File: src/rtl/conv_pkg.sv
// Shared types and helpers for the convolution frame writer.
// Holds the writer FSM state encoding, the buffered write-entry layout
// and the magnitude saturation helper.
package conv_pkg;

    // Entry field widths; the writer's ADDR_WIDTH/OUT_WIDTH must not exceed these.
    localparam int CONV_ADDR_WIDTH = 19;
    localparam int CONV_OUT_WIDTH  = 12;

    typedef enum logic [1:0] {
        IDLE   = 2'd0,
        ACTIVE = 2'd1,
        DRAIN  = 2'd2
    } writer_state_t;

    typedef struct packed {
        logic [CONV_ADDR_WIDTH-1:0] addr;
        logic [CONV_OUT_WIDTH-1:0]  data;
    } write_entry_t;

    // Clamp an unsigned magnitude to the largest value representable in out_width bits.
    function automatic logic [31:0] saturate(input logic [31:0] val, input int unsigned out_width);
        logic [31:0] max_val;
        max_val = (32'd1 << out_width) - 32'd1;
        if (val > max_val) begin
            return max_val;
        end else begin
            return val;
        end
    endfunction

endpackage

File: src/rtl/conv_sync_fifo.sv
// First-word-fall-through synchronous FIFO with a synchronous flush.
// The head entry is visible on pop_data whenever the FIFO is not empty;
// pop_data reads as zero while empty. A pop and a push in the same cycle
// on a full FIFO both succeed (the pop frees the slot first).
module conv_sync_fifo #(
    parameter int WIDTH = 8,
    parameter int DEPTH = 16
) (
    input  logic             clk,
    input  logic             rst_n,
    input  logic             flush,
    input  logic             push,
    input  logic [WIDTH-1:0] push_data,
    input  logic             pop,
    output logic [WIDTH-1:0] pop_data,
    output logic             full,
    output logic             empty
);

    localparam int AW = $clog2(DEPTH);

    logic [WIDTH-1:0] mem_r [DEPTH];
    logic [AW:0]      wr_ptr_r;
    logic [AW:0]      rd_ptr_r;
    logic             push_ok_s;
    logic             pop_ok_s;

    assign empty     = (wr_ptr_r == rd_ptr_r);
    assign full      = (wr_ptr_r[AW] != rd_ptr_r[AW]) && (wr_ptr_r[AW-1:0] == rd_ptr_r[AW-1:0]);
    assign pop_ok_s  = pop && !empty;
    assign push_ok_s = push && (!full || pop_ok_s);
    assign pop_data  = empty ? {WIDTH{1'b0}} : mem_r[rd_ptr_r[AW-1:0]];

    // Pointer update; flush discards all stored entries.
    always_ff @(posedge clk) begin
        if (!rst_n) begin
            wr_ptr_r <= {(AW+1){1'b0}};
            rd_ptr_r <= {(AW+1){1'b0}};
        end else if (flush) begin
            wr_ptr_r <= {(AW+1){1'b0}};
            rd_ptr_r <= {(AW+1){1'b0}};
        end else begin
            if (push_ok_s) begin
                wr_ptr_r <= wr_ptr_r + (AW+1)'(1'b1);
            end
            if (pop_ok_s) begin
                rd_ptr_r <= rd_ptr_r + (AW+1)'(1'b1);
            end
        end
    end

    // Storage array write port.
    always_ff @(posedge clk) begin
        if (push_ok_s && !flush) begin
            mem_r[wr_ptr_r[AW-1:0]] <= push_data;
        end
    end

endmodule

File: src/rtl/conv_frame_writer.sv
// Turns the convolution magnitude stream into raster-addressed frame-buffer
// writes: position tracking, border masking, saturation, and a small FWFT
// write buffer in front of a ready-gated write port.
// Optional build macro: WRITER_THRESHOLD_EN adds i_threshold and writes a
// binary (all-ones / zero) pixel instead of the saturated magnitude.
module conv_frame_writer
    import conv_pkg::*;
#(
    parameter int IMG_W      = 640,
    parameter int IMG_H      = 480,
    parameter int N          = 3,
    parameter int IN_WIDTH   = 15,
    parameter int OUT_WIDTH  = CONV_OUT_WIDTH,
    parameter int ADDR_WIDTH = CONV_ADDR_WIDTH,
    parameter int FIFO_DEPTH = 16
) (
    input  logic                  i_clk,
    input  logic                  i_rst_n,
    input  logic                  i_frame_start,
    input  logic                  i_val_valid,
    input  logic [IN_WIDTH-1:0]   i_val,
`ifdef WRITER_THRESHOLD_EN
    input  logic [OUT_WIDTH-1:0]  i_threshold,
`endif
    output logic                  o_wr_valid,
    output logic [ADDR_WIDTH-1:0] o_wr_addr,
    output logic [OUT_WIDTH-1:0]  o_wr_data,
    input  logic                  i_wr_ready,
    output logic                  o_busy,
    output logic                  o_frame_done,
    output logic                  o_overflow
);

    localparam logic [ADDR_WIDTH-1:0] LAST_ADDR = ADDR_WIDTH'(IMG_W * IMG_H - 1);
    localparam logic [ADDR_WIDTH-1:0] X_LAST    = ADDR_WIDTH'(IMG_W - 1);
    localparam logic [ADDR_WIDTH-1:0] BORDER    = ADDR_WIDTH'(N - 1);

    writer_state_t          state_r;
    writer_state_t          state_next_s;
    logic [ADDR_WIDTH-1:0]  x_r, y_r, addr_r;
    logic [ADDR_WIDTH-1:0]  pos_x_s, pos_y_s, pos_addr_s;
    logic                   accept_s;
    logic                   border_s;
    logic                   done_s;
    logic [OUT_WIDTH-1:0]   sat_s;
    logic [OUT_WIDTH-1:0]   proc_s;
    logic [OUT_WIDTH-1:0]   data_s;
    logic                   s1_valid_r;
    write_entry_t           s1_entry_r;
    write_entry_t           fifo_head_s;
    logic                   fifo_push_s, fifo_pop_s, fifo_full_s, fifo_empty_s;
    logic                   overflow_r;
    logic                   frame_done_r;

    // A frame start in the same cycle makes this sample k=0 of the new frame.
    assign accept_s = i_val_valid && ((state_r == ACTIVE) || i_frame_start);

    // Raster position of the current sample; a frame start rewinds to the origin.
    always_comb begin
        pos_x_s    = x_r;
        pos_y_s    = y_r;
        pos_addr_s = addr_r;
        if (i_frame_start) begin
            pos_x_s    = {ADDR_WIDTH{1'b0}};
            pos_y_s    = {ADDR_WIDTH{1'b0}};
            pos_addr_s = {ADDR_WIDTH{1'b0}};
        end else begin
            pos_x_s    = x_r;
            pos_y_s    = y_r;
            pos_addr_s = addr_r;
        end
    end

    // Position counters advance on every accepted sample, even if it is later dropped.
    always_ff @(posedge i_clk) begin
        if (!i_rst_n) begin
            x_r    <= {ADDR_WIDTH{1'b0}};
            y_r    <= {ADDR_WIDTH{1'b0}};
            addr_r <= {ADDR_WIDTH{1'b0}};
        end else if (accept_s) begin
            if (pos_x_s == X_LAST) begin
                x_r <= {ADDR_WIDTH{1'b0}};
                y_r <= pos_y_s + ADDR_WIDTH'(1'b1);
            end else begin
                x_r <= pos_x_s + ADDR_WIDTH'(1'b1);
                y_r <= pos_y_s;
            end
            addr_r <= pos_addr_s + ADDR_WIDTH'(1'b1);
        end else if (i_frame_start) begin
            x_r    <= {ADDR_WIDTH{1'b0}};
            y_r    <= {ADDR_WIDTH{1'b0}};
            addr_r <= {ADDR_WIDTH{1'b0}};
        end
    end

    // Pixel value: saturate, optionally threshold, then zero the window border.
    always_comb begin
        sat_s    = OUT_WIDTH'(saturate(32'(i_val), OUT_WIDTH));
        proc_s   = sat_s;
        border_s = (pos_x_s < BORDER) || (pos_y_s < BORDER);
`ifdef WRITER_THRESHOLD_EN
        if (sat_s >= i_threshold) begin
            proc_s = {OUT_WIDTH{1'b1}};
        end else begin
            proc_s = {OUT_WIDTH{1'b0}};
        end
`endif
        if (border_s) begin
            data_s = {OUT_WIDTH{1'b0}};
        end else begin
            data_s = proc_s;
        end
    end

    // Stage 1 register; a frame start overwrites or clears any older pending sample.
    always_ff @(posedge i_clk) begin
        if (!i_rst_n) begin
            s1_valid_r <= 1'b0;
            s1_entry_r <= '{addr: {CONV_ADDR_WIDTH{1'b0}}, data: {CONV_OUT_WIDTH{1'b0}}};
        end else begin
            s1_valid_r <= accept_s;
            if (accept_s) begin
                s1_entry_r.addr <= CONV_ADDR_WIDTH'(pos_addr_s);
                s1_entry_r.data <= CONV_OUT_WIDTH'(data_s);
            end
        end
    end

    assign fifo_pop_s  = !fifo_empty_s && i_wr_ready;
    assign fifo_push_s = s1_valid_r && !i_frame_start;

    conv_sync_fifo #(
        .WIDTH ($bits(write_entry_t)),
        .DEPTH (FIFO_DEPTH)
    ) u_fifo (
        .clk       (i_clk),
        .rst_n     (i_rst_n),
        .flush     (i_frame_start),
        .push      (fifo_push_s),
        .push_data (s1_entry_r),
        .pop       (fifo_pop_s),
        .pop_data  (fifo_head_s),
        .full      (fifo_full_s),
        .empty     (fifo_empty_s)
    );

    // Next-state logic; done_s marks the DRAIN to IDLE transition.
    always_comb begin
        state_next_s = state_r;
        done_s       = 1'b0;
        case (state_r)
            IDLE: begin
                if (i_frame_start) begin
                    state_next_s = ACTIVE;
                end else begin
                    state_next_s = IDLE;
                end
            end
            ACTIVE: begin
                if (accept_s && (pos_addr_s == LAST_ADDR)) begin
                    state_next_s = DRAIN;
                end else begin
                    state_next_s = ACTIVE;
                end
            end
            DRAIN: begin
                if (i_frame_start) begin
                    state_next_s = ACTIVE;
                end else if (fifo_empty_s && !s1_valid_r) begin
                    state_next_s = IDLE;
                    done_s       = 1'b1;
                end else begin
                    state_next_s = DRAIN;
                end
            end
            default: begin
                state_next_s = IDLE;
            end
        endcase
    end

    // State register.
    always_ff @(posedge i_clk) begin
        if (!i_rst_n) begin
            state_r <= IDLE;
        end else begin
            state_r <= state_next_s;
        end
    end

    // Sticky overflow (cleared by any frame start) and registered frame-done pulse.
    always_ff @(posedge i_clk) begin
        if (!i_rst_n) begin
            overflow_r   <= 1'b0;
            frame_done_r <= 1'b0;
        end else begin
            frame_done_r <= done_s;
            if (i_frame_start) begin
                overflow_r <= 1'b0;
            end else if (s1_valid_r && fifo_full_s && !fifo_pop_s) begin
                overflow_r <= 1'b1;
            end
        end
    end

    assign o_wr_valid   = !fifo_empty_s;
    assign o_wr_addr    = ADDR_WIDTH'(fifo_head_s.addr);
    assign o_wr_data    = OUT_WIDTH'(fifo_head_s.data);
    assign o_busy       = (state_r != IDLE);
    assign o_frame_done = frame_done_r;
    assign o_overflow   = overflow_r;

endmodule
File: config.mk
export PLATFORM = sky130hd
export DESIGN_NAME = conv_frame_writer
export DESIGN_NICKNAME = d
export VERILOG_FILES = /design/src/rtl/conv_pkg.sv /design/src/rtl/conv_sync_fifo.sv /design/src/rtl/conv_frame_writer.sv
export SDC_FILE = /design/constraint.sdc
export NUM_CORES = 1
export LEC_CHECK = 0
export CAP_MARGIN = 10
export CORE_AREA = 2 2 221 223
export DETAILED_ROUTE_END_ITERATION = 8
export DIE_AREA = 0 0 223 225
export PLACE_DENSITY = 0.66
export SLEW_MARGIN = 5
export SYNTH_ARGS = -nofsm -noshare
export SYNTH_HDL_FRONTEND = slang
export SYNTH_HIERARCHICAL = 1
export SYNTH_SLANG_ARGS = --single-unit
File: constraint.sdc
create_clock -name i_clk -period 5.4 [get_ports i_clk]
set_clock_uncertainty 0.05 [all_clocks]
set_input_delay 1.08 -clock i_clk [delete_from_list [all_inputs] [get_ports i_clk]]
set_output_delay 1.08 -clock i_clk [all_outputs]
set_load 0.05 [all_outputs]
==> results of run 1 <==
==> layout make-up <==
type	instances	area [µm²]	share of cell area (%)
Clock buffer	79	1620	6.01
Clock inverter	33	330	1.22
Multi-Input combinational cell	692	6300	23.3
Timing Repair Buffer	100	911	3.37
Inverter	13	48.8	0.181
Tap cell	615	769	2.85
Sequential cell	603	17000	63.1
==> cells by family after synthesis <==
| group | share of synthesized area [%] |
|---|---|
| flops | 72.0 |
| buf+inv | 1.96 |
| mux | 12.5 |
| xor+xnor | 1.88 |
| fa+ha+maj | 0.423 |
| compound gates | 3.57 |
| simple gates | 7.71 |
==> layout by cell type, fill, tap and decap left out, types with 5 or more instances in the layout <==
cell type and count:
sky130_fd_sc_hd__nand2_1 78, sky130_fd_sc_hd__nor2b_1 15, sky130_fd_sc_hd__nor4_1 14, sky130_fd_sc_hd__xor2_1 22, sky130_fd_sc_hd__nor3_1 43, sky130_fd_sc_hd__edfxtp_1 496, sky130_fd_sc_hd__clkinv_1 6, sky130_fd_sc_hd__a21oi_1 34
sky130_fd_sc_hd__clkbuf_16 60, sky130_fd_sc_hd__nand3_1 33, sky130_fd_sc_hd__nor2_1 77, sky130_fd_sc_hd__nor2_4 13, sky130_fd_sc_hd__mux4_1 19, sky130_fd_sc_hd__o21ai_0 20, sky130_fd_sc_hd__clkbuf_8 5, sky130_fd_sc_hd__nand4_1 25
sky130_fd_sc_hd__dfxtp_1 104, sky130_fd_sc_hd__and3_1 12, sky130_fd_sc_hd__o22ai_1 62, sky130_fd_sc_hd__clkinv_2 12, sky130_fd_sc_hd__clkbuf_1 13, sky130_fd_sc_hd__or4_1 5, sky130_fd_sc_hd__inv_1 13, sky130_fd_sc_hd__or2_2 5
sky130_fd_sc_hd__and4_1 5, sky130_fd_sc_hd__mux2i_1 8, sky130_fd_sc_hd__buf_4 44, sky130_fd_sc_hd__or3_1 9, sky130_fd_sc_hd__clkdlybuf4s50_1 54, sky130_fd_sc_hd__mux4_2 105, sky130_fd_sc_hd__xnor2_1 27, sky130_fd_sc_hd__nand2b_1 8
sky130_fd_sc_hd__ha_1 8
==> power groups by stage <==
stage               registers [mW]  clock network (mW)  logic, mW
floorplan                     5.07                   0     0.0520
global placement              5.07                   0     0.0939
detailed placement            5.07                   0     0.0950
CTS                           4.97                4.14     0.0952
global route                  4.97                4.32      0.102
finish                        4.97                4.06     0.0943
==> metrics by stage <==
stage / cells / setup WS, ns
6_report: 2135 / 0.725
5_1_grt: 2135 / 0.581
4_1_cts: 2135 / 0.608
3_5_place_dp: 2023 / 1.24
3_3_place_gp: 2023 / 1.29
2_1_floorplan: 1378 / 0.664
==> worst reg2reg max path, cell delays in order, from the launching register on <==
cell                      delay [ns]
sky130_fd_sc_hd__dfxtp_1        0.65
sky130_fd_sc_hd__xnor2_1        0.17
sky130_fd_sc_hd__nand4_1        0.27
sky130_fd_sc_hd__nor2_4         0.17
sky130_fd_sc_hd__buf_4          0.26
sky130_fd_sc_hd__nor2b_1        0.45
sky130_fd_sc_hd__nor2_4         0.13
sky130_fd_sc_hd__a21oi_2        0.23
sky130_fd_sc_hd__nand2_1        0.25
sky130_fd_sc_hd__nor2_4         0.61
sky130_fd_sc_hd__buf_4          0.44
==> final timing paths <==
check | endpoint | slack [ns] | cells after the start
setup / recovery | o_wr_addr[15] | 0.72 | 5
hold / removal | y_r[18]$_SDFF_PN0_ | 0.45 | 2
setup reg to reg | u_fifo/mem_r[8][17]$_DFFE_PP_ | 1.42 | 10
hold reg to reg | y_r[18]$_SDFF_PN0_ | 0.45 | 2
==> sequential cells by signal (all words and copies together), names as in the netlist, named ones only <==
register / count
addr_r: 19
o_frame_done: 1
o_overflow: 1
s1_entry_r: 31
s1_valid_r: 1
state_r: 2
u_fifo/mem_r: 496
u_fifo/rd_ptr_r: 5
u_fifo/wr_ptr_r: 5
x_r: 19
y_r: 19
==> routing by layer <==
layer  share of wire (%)  GRT usage, %
met5                   0             0
met1                  42          28.7
met4                 1.9          5.89
met3                 6.3          3.29
met2                  50          34.9
==> metrics.log, run 1 <==
INFO  metric peakVddDrop = 0.233 mV
INFO  metric crit_path_start_kind = register
INFO  metric timing.final.crit_share = between 80 and 90%
INFO  metric via_density_per_instance = 5.90
INFO  metric numPortBuffers = between 50 and 60
INFO  metric outcome = finished clean
INFO  metric worst-setup-path-type = register to output pin
INFO  metric p_int = 7.32 mW
INFO  metric holdCritStartpoint = y_r[18]$_SDFF_PN0_
INFO  metric initial_utilization = 49.8%
INFO  metric worstPathRequired = 4.27 ns
INFO  metric max-cap-violations = 0
INFO  metric endpoint_kind = output pin
INFO  metric cp_data_arrival_time = around 3.6 ns
INFO  metric place_congestion = around 0.78
INFO  metric synth.lib_cells_used.distinct = ~60
INFO  metric hp-class = register to register
INFO  metric fin_total_pwr = just over 9 mW
INFO  metric cts.sinks = approximately 600
INFO  metric yosysSeqAreaShare = a little under three quarters
INFO  metric setup_repair_after_global_routing_missed_its_margin = no
INFO  metric synth.ff_latch_count = ~600
INFO  metric cpLargestDelayFamily = buffers and inverters
INFO  metric synthArstFlopShare = 0%
INFO  metric routed_wire_length_per_instance = about 24 µm
INFO  metric grt_max_degree = slightly below 50
INFO  metric placement.cell_area = around 25000 µm²
INFO  metric netlist.area_leader.share = roughly 63%
INFO  metric critical_path.slowest_cell = sky130_fd_sc_hd__clkdlybuf4s50_1
INFO  metric ant_nets = 0
INFO  metric timing.fmax = ~210 MHz
INFO  metric stdcell_area = ~27000 µm²
INFO  metric synth_area_leaders = sky130_fd_sc_hd__edfxtp_1, sky130_fd_sc_hd__mux4_2, sky130_fd_sc_hd__dfxtp_1
INFO  metric synthesis.area_per_instance = 17.2 µm²
INFO  metric clk_path_buf_depth = 3
INFO  metric std_cell_rows = 80
INFO  metric detailedRoute.firstPassIterationCount = 5
INFO  metric netSwitchingFraction = between 15 and 20%
INFO  metric dp_hpwl = between 30 and 40 mm
INFO  metric grt_pass1_wl = approximately 78 mm
INFO  metric synth_most_common_cell = sky130_fd_sc_hd__edfxtp_1
INFO  metric tightest_hold_margin = 0.448 ns
INFO  metric crit_path_cell_trace = buf_4 -> mux4_1 -> o22ai_1 -> nor3_1 -> clkdlybuf4s50_1
INFO  metric fillers = ~3600
INFO  metric cts_buffers = 60
INFO  metric final-hold-violation-count = 0
INFO  metric cts_root_buf = sky130_fd_sc_hd__clkbuf_16
INFO  metric drive_gt1_share = between 10% and 20%
INFO  metric final_core_utilization = a little under three fifths
INFO  metric synth.yosys.warnings = 6
INFO  metric floorplan.die_area = approximately 50000 µm²
INFO  metric timing.final.max_slew_violations = 0
INFO  metric syn_to_final_growth = 14.2%
INFO  metric clk_latency = 0.62 ns
INFO  metric synth_fp_nets = 1406
INFO  metric ctsHtreeMaxLevel = 2
INFO  metric drt-initial-drc-count = approximately 1100
INFO  metric postSynth.topFlopCell = sky130_fd_sc_hd__edfxtp_1
INFO  metric post_cts_setup_repair_buffer_count = 0
INFO  metric critical-path-max-stage-delay = ~0.93 ns
INFO  metric yosysTopAreaCell = sky130_fd_sc_hd__edfxtp_1
INFO  metric congestion_overflow_gr = 0
INFO  metric cp.buffers_inverters = 2
INFO  metric final_nets = between 1000 and 1500
INFO  metric number_of_primary_i_o_pins = 55
INFO  metric worst_slew_pin_slew = about 1.1 ns
INFO  metric max_slew_margin = a little over a quarter
INFO  metric first_global_vias = 12700
INFO  metric power.clock.fraction = 44.5%
INFO  metric number_of_antenna_violations_at_the_first_check_in_global_routing = 0
INFO  metric synth_top_cells_by_count = sky130_fd_sc_hd__edfxtp_1, sky130_fd_sc_hd__dfxtp_1, sky130_fd_sc_hd__mux4_2
INFO  metric postCtsResizedCells = 0
INFO  metric timing.setup.tns = 0 ns
INFO  metric floorplan.core_area = between 40000 and 50000 µm²
INFO  metric cts_tree = built
INFO  metric routed_wirelength = between 50 and 60 mm
INFO  metric startpoint_of_the_worst_register_to_register_path = u_fifo/wr_ptr_r[2]$_SDFFE_PP0P_
INFO  metric worst-path-max-fanout = 24
INFO  metric netlist_area = roughly 24000 µm²
INFO  metric vias = approximately 13000
INFO  metric antenna_cells_inserted = 0
INFO  metric pwr-share-seq = between 50% and 60%
INFO  metric die_w = 223 µm
INFO  metric pwr-share-comb = about 1.0%
INFO  metric number_of_cells_produced_by_synthesis = 1378
INFO  metric ctsHoldBuffers = 0
INFO  metric grt_usage = around a fifth
INFO  metric drcViolationCount = 0
INFO  metric synth-edff-count = 496
INFO  metric worst_setup_hold_path_clk_slew = roughly 0.060 ns
INFO  metric die_h = 225 µm
INFO  metric p_sw = between 1.5 and 2 mW
INFO  metric timing.final.setup_violations = 0
INFO  metric power.density_cell_area = 338 nW/µm²
INFO  metric timing.final.crit_period = around 4.7 ns
INFO  metric cellLeakagePower = between 8 and 9 nW
Note: power is estimated with default switching activity, not from simulation.
==> inputs of run 2 (changes only) <==
--- a/config.mk
+++ b/config.mk
@@ -9,8 +9,8 @@
 export CORE_AREA = 2 2 221 223
 export DETAILED_ROUTE_END_ITERATION = 8
 export DIE_AREA = 0 0 223 225
-export PLACE_DENSITY = 0.66
-export SLEW_MARGIN = 5
+export PLACE_DENSITY_LB_ADDON = 0.08
+export SLEW_MARGIN = 20
 export SYNTH_ARGS = -nofsm -noshare
 export SYNTH_HDL_FRONTEND = slang
 export SYNTH_HIERARCHICAL = 1
==> metrics.log, run 2 (synthesis gave the netlist of run 1 again) <==
INFO  metric grt_usage = 21.5% (was 20.9%)
INFO  metric ant_nets = 0 (unchanged)
INFO  metric max_slew_margin = 33.4% (was 26.4%)
INFO  metric clk_path_buf_depth = 3 (unchanged)
INFO  metric grt_pass1_wl = 80.3 mm (was 78.3 mm)
INFO  metric routed_wire_length_per_instance = 24.6 µm (was 24.2 µm)
INFO  metric power.density_cell_area = 340 nW/µm² (was 338 nW/µm²)
INFO  metric ctsHoldBuffers = 0 (unchanged)
INFO  metric first_global_vias = 12900 (was 12700)
INFO  metric routed_wirelength = 52.4 mm (was 51.6 mm)
INFO  metric number_of_antenna_violations_at_the_first_check_in_global_routing = 0 (unchanged)
INFO  metric syn_to_final_growth = 14.2% (about the same)
INFO  metric timing.final.max_slew_violations = 0 (unchanged)
INFO  metric drcViolationCount = 0 (unchanged)
INFO  metric fillers = 3635 (was 3553)
INFO  metric cts.sinks = 603 (unchanged)
INFO  metric post_cts_setup_repair_buffer_count = 0 (unchanged)
INFO  metric floorplan.core_area = 47500 µm² (unchanged)
INFO  metric cts_tree = built (unchanged)
INFO  metric final_nets = 1492 (was 1498)
INFO  metric dp_slack = 1.32 ns (was 1.24 ns)
INFO  metric setup_ws = 0.749 ns (was 0.725 ns)
INFO  metric ff_latch_area = 17000 µm² (unchanged)
INFO  metric critical-path-max-stage-delay = 0.71 ns (was 0.93 ns)
INFO  metric number_of_primary_i_o_pins = 55 (unchanged)
INFO  metric clk_latency = 0.62 ns (about the same)
INFO  metric dp_hpwl = 29.7 mm (was 30.0 mm)
INFO  metric timing.final.setup_violations = 0 (unchanged)
INFO  metric peakVddDrop = 0.242 mV (was 0.233 mV)
INFO  metric drt-initial-drc-count = 969 (was 1077)
INFO  metric crit_path_cell_trace = xnor2_1 -> nand4_1 -> nor2_4 -> buf_4 -> nor3_1 -> clkdlybuf4s50_1 (was buf_4 -> mux4_1 -> o22ai_1 -> nor3_1 -> clkdlybuf4s50_1)
INFO  metric worst-setup-path-type = register to output pin (unchanged)
INFO  metric postCtsResizedCells = 0 (unchanged)
INFO  metric fin_total_pwr = 9.19 mW (was 9.13 mW)
INFO  metric die_h = 225 µm (unchanged)
INFO  metric ctsHtreeMaxLevel = 2 (unchanged)
INFO  metric mostFrequentLayoutCell = sky130_fd_sc_hd__edfxtp_1 (unchanged)
INFO  metric setup_repair_after_global_routing_missed_its_margin = no (unchanged)
INFO  metric most_used_cells_in_the_layout_excluding_fill_and_tap_cells = sky130_fd_sc_hd__edfxtp_1, sky130_fd_sc_hd__mux4_2, sky130_fd_sc_hd__dfxtp_1 (unchanged)
INFO  metric vias = 12700 (was 12600)
INFO  metric worst_slew_pin_slew = 0.995 ns (was 1.10 ns)
INFO  metric detailedRoute.firstPassIterationCount = 5 (unchanged)
INFO  metric numPortBuffers = 54 (unchanged)
INFO  metric worstPathRequired = 4.27 ns (about the same)
INFO  metric via_density_per_instance = 5.95 (was 5.90)
INFO  metric congestion_overflow_gr = 0 (unchanged)
INFO  metric grt_max_degree = 59 (was 49)
INFO  metric drive_gt1_share = 18.6% (was 18.9%)
INFO  metric final-hold-violation-count = 0 (unchanged)
INFO  metric timing.fmax = 215 MHz (was 214 MHz)
INFO  metric multi_input_area = 6310 µm² (was 6300 µm²)
INFO  metric hp-class = register to register (unchanged)
INFO  metric crit_path_start_kind = register (unchanged)
INFO  metric largest_register_ffs = 496 (unchanged)
INFO  metric cp_data_arrival_time = 3.52 ns (was 3.55 ns)
INFO  metric cts_root_buf = sky130_fd_sc_hd__clkbuf_16 (unchanged)
INFO  metric tightest_hold_margin = 0.424 ns (was 0.448 ns)
INFO  metric outcome = finished clean (unchanged)
INFO  metric endpoint_kind = output pin (unchanged)
INFO  metric timing.setup.tns = 0 ns (unchanged)
INFO  metric cts_buffers = 60 (unchanged)
INFO  metric timing.final.crit_share = 86.1% (was 86.6%)
INFO  metric critical_path.slowest_cell = sky130_fd_sc_hd__clkdlybuf4s50_1 (unchanged)
INFO  metric std_cell_rows = 80 (unchanged)
INFO  metric worst_setup_hold_path_clk_slew = 0.06 ns (about the same)
INFO  metric worst-path-max-fanout = 17 (was 24)
INFO  metric final_core_utilization = 56.8% (was 56.9%)
INFO  metric cellLeakagePower = 8.63 nW (about the same)
INFO  metric antenna_cells_inserted = 0 (unchanged)
INFO  metric floorplan.die_area = 50200 µm² (unchanged)
INFO  metric timing.final.crit_period = 4.65 ns (was 4.68 ns)
INFO  metric die_w = 223 µm (unchanged)
INFO  metric initial_utilization = 49.8% (unchanged)
INFO  metric place_congestion = 0.775 (was 0.779)
INFO  metric max-cap-violations = 0 (unchanged)
## run 2: cell types whose count changed in the layout (fill, tap and decap cells not counted), moves of 2 or more
cell                         previous run  this run
sky130_fd_sc_hd__clkbuf_16             60        62
sky130_fd_sc_hd__clkbuf_1              13        15
sky130_fd_sc_hd__clkinv_4               3         1
sky130_fd_sc_hd__clkbuf_8               5         8
sky130_fd_sc_hd__clkinvlp_4             4         1
sky130_fd_sc_hd__buf_4                 44        37
## run 2: critical path: cells and delay by family, from the launching register on
kind          cells  cell delay, ns
simple gates      3            1.03
xor+xnor          1            0.20
buf+inv           2            1.05
flops             1            0.61
## run 2: report_power, final
group	leakage [nW]	internal [mW]	switching (mW)
registers	5.48	4.96	0.00476
clock network	0.975	2.40	1.73
logic	2.18	0.0315	0.0629
## run 2: area by class of cell
class	instances	area share (%)
timing repair buffer	94	3.25
multi-input combinational	692	23.3
inverter	13	0.181
clock inverter	27	0.944
tap	615	2.85
clock buffer	85	6.36
sequential	603	63.1
## run 2: per-stage QoR
stage               cells  instance area [µm²]
floorplan            1378                23700
global placement     2017                25000
detailed placement   2017                25000
CTS                  2129                27000
global route         2129                27000
finish               2129                27000
## run 2: path summary, 6_finish.rpt
check | slack [ns] | from | cells after the start | endpoint
worst min register to register | 0.42 | o_overflow$_SDFFE_PP0P_ | 1 | o_overflow$_SDFFE_PP0P_
worst max register to register | 1.76 | u_fifo/wr_ptr_r[2]$_SDFFE_PP0P_ | 9 | u_fifo/mem_r[14][1]$_DFFE_PP_
worst min-delay path | 0.42 | o_overflow$_SDFFE_PP0P_ | 1 | o_overflow$_SDFFE_PP0P_
worst max-delay path | 0.75 | u_fifo/wr_ptr_r[2]$_SDFFE_PP0P_ | 6 | o_wr_addr[16]
## run 2: routing by layer
| layer | routed length [µm] | GRT usage (%) | share of wire [%] |
|---|---|---|---|
| met4 | 765 | 4.50 | 1.5 |
| met5 | 0 | 0 | 0 |
| met2 | 25300 | 35.3 | 48 |
| met3 | 2620 | 3.65 | 5.0 |
| met1 | 23700 | 30.6 | 45 |
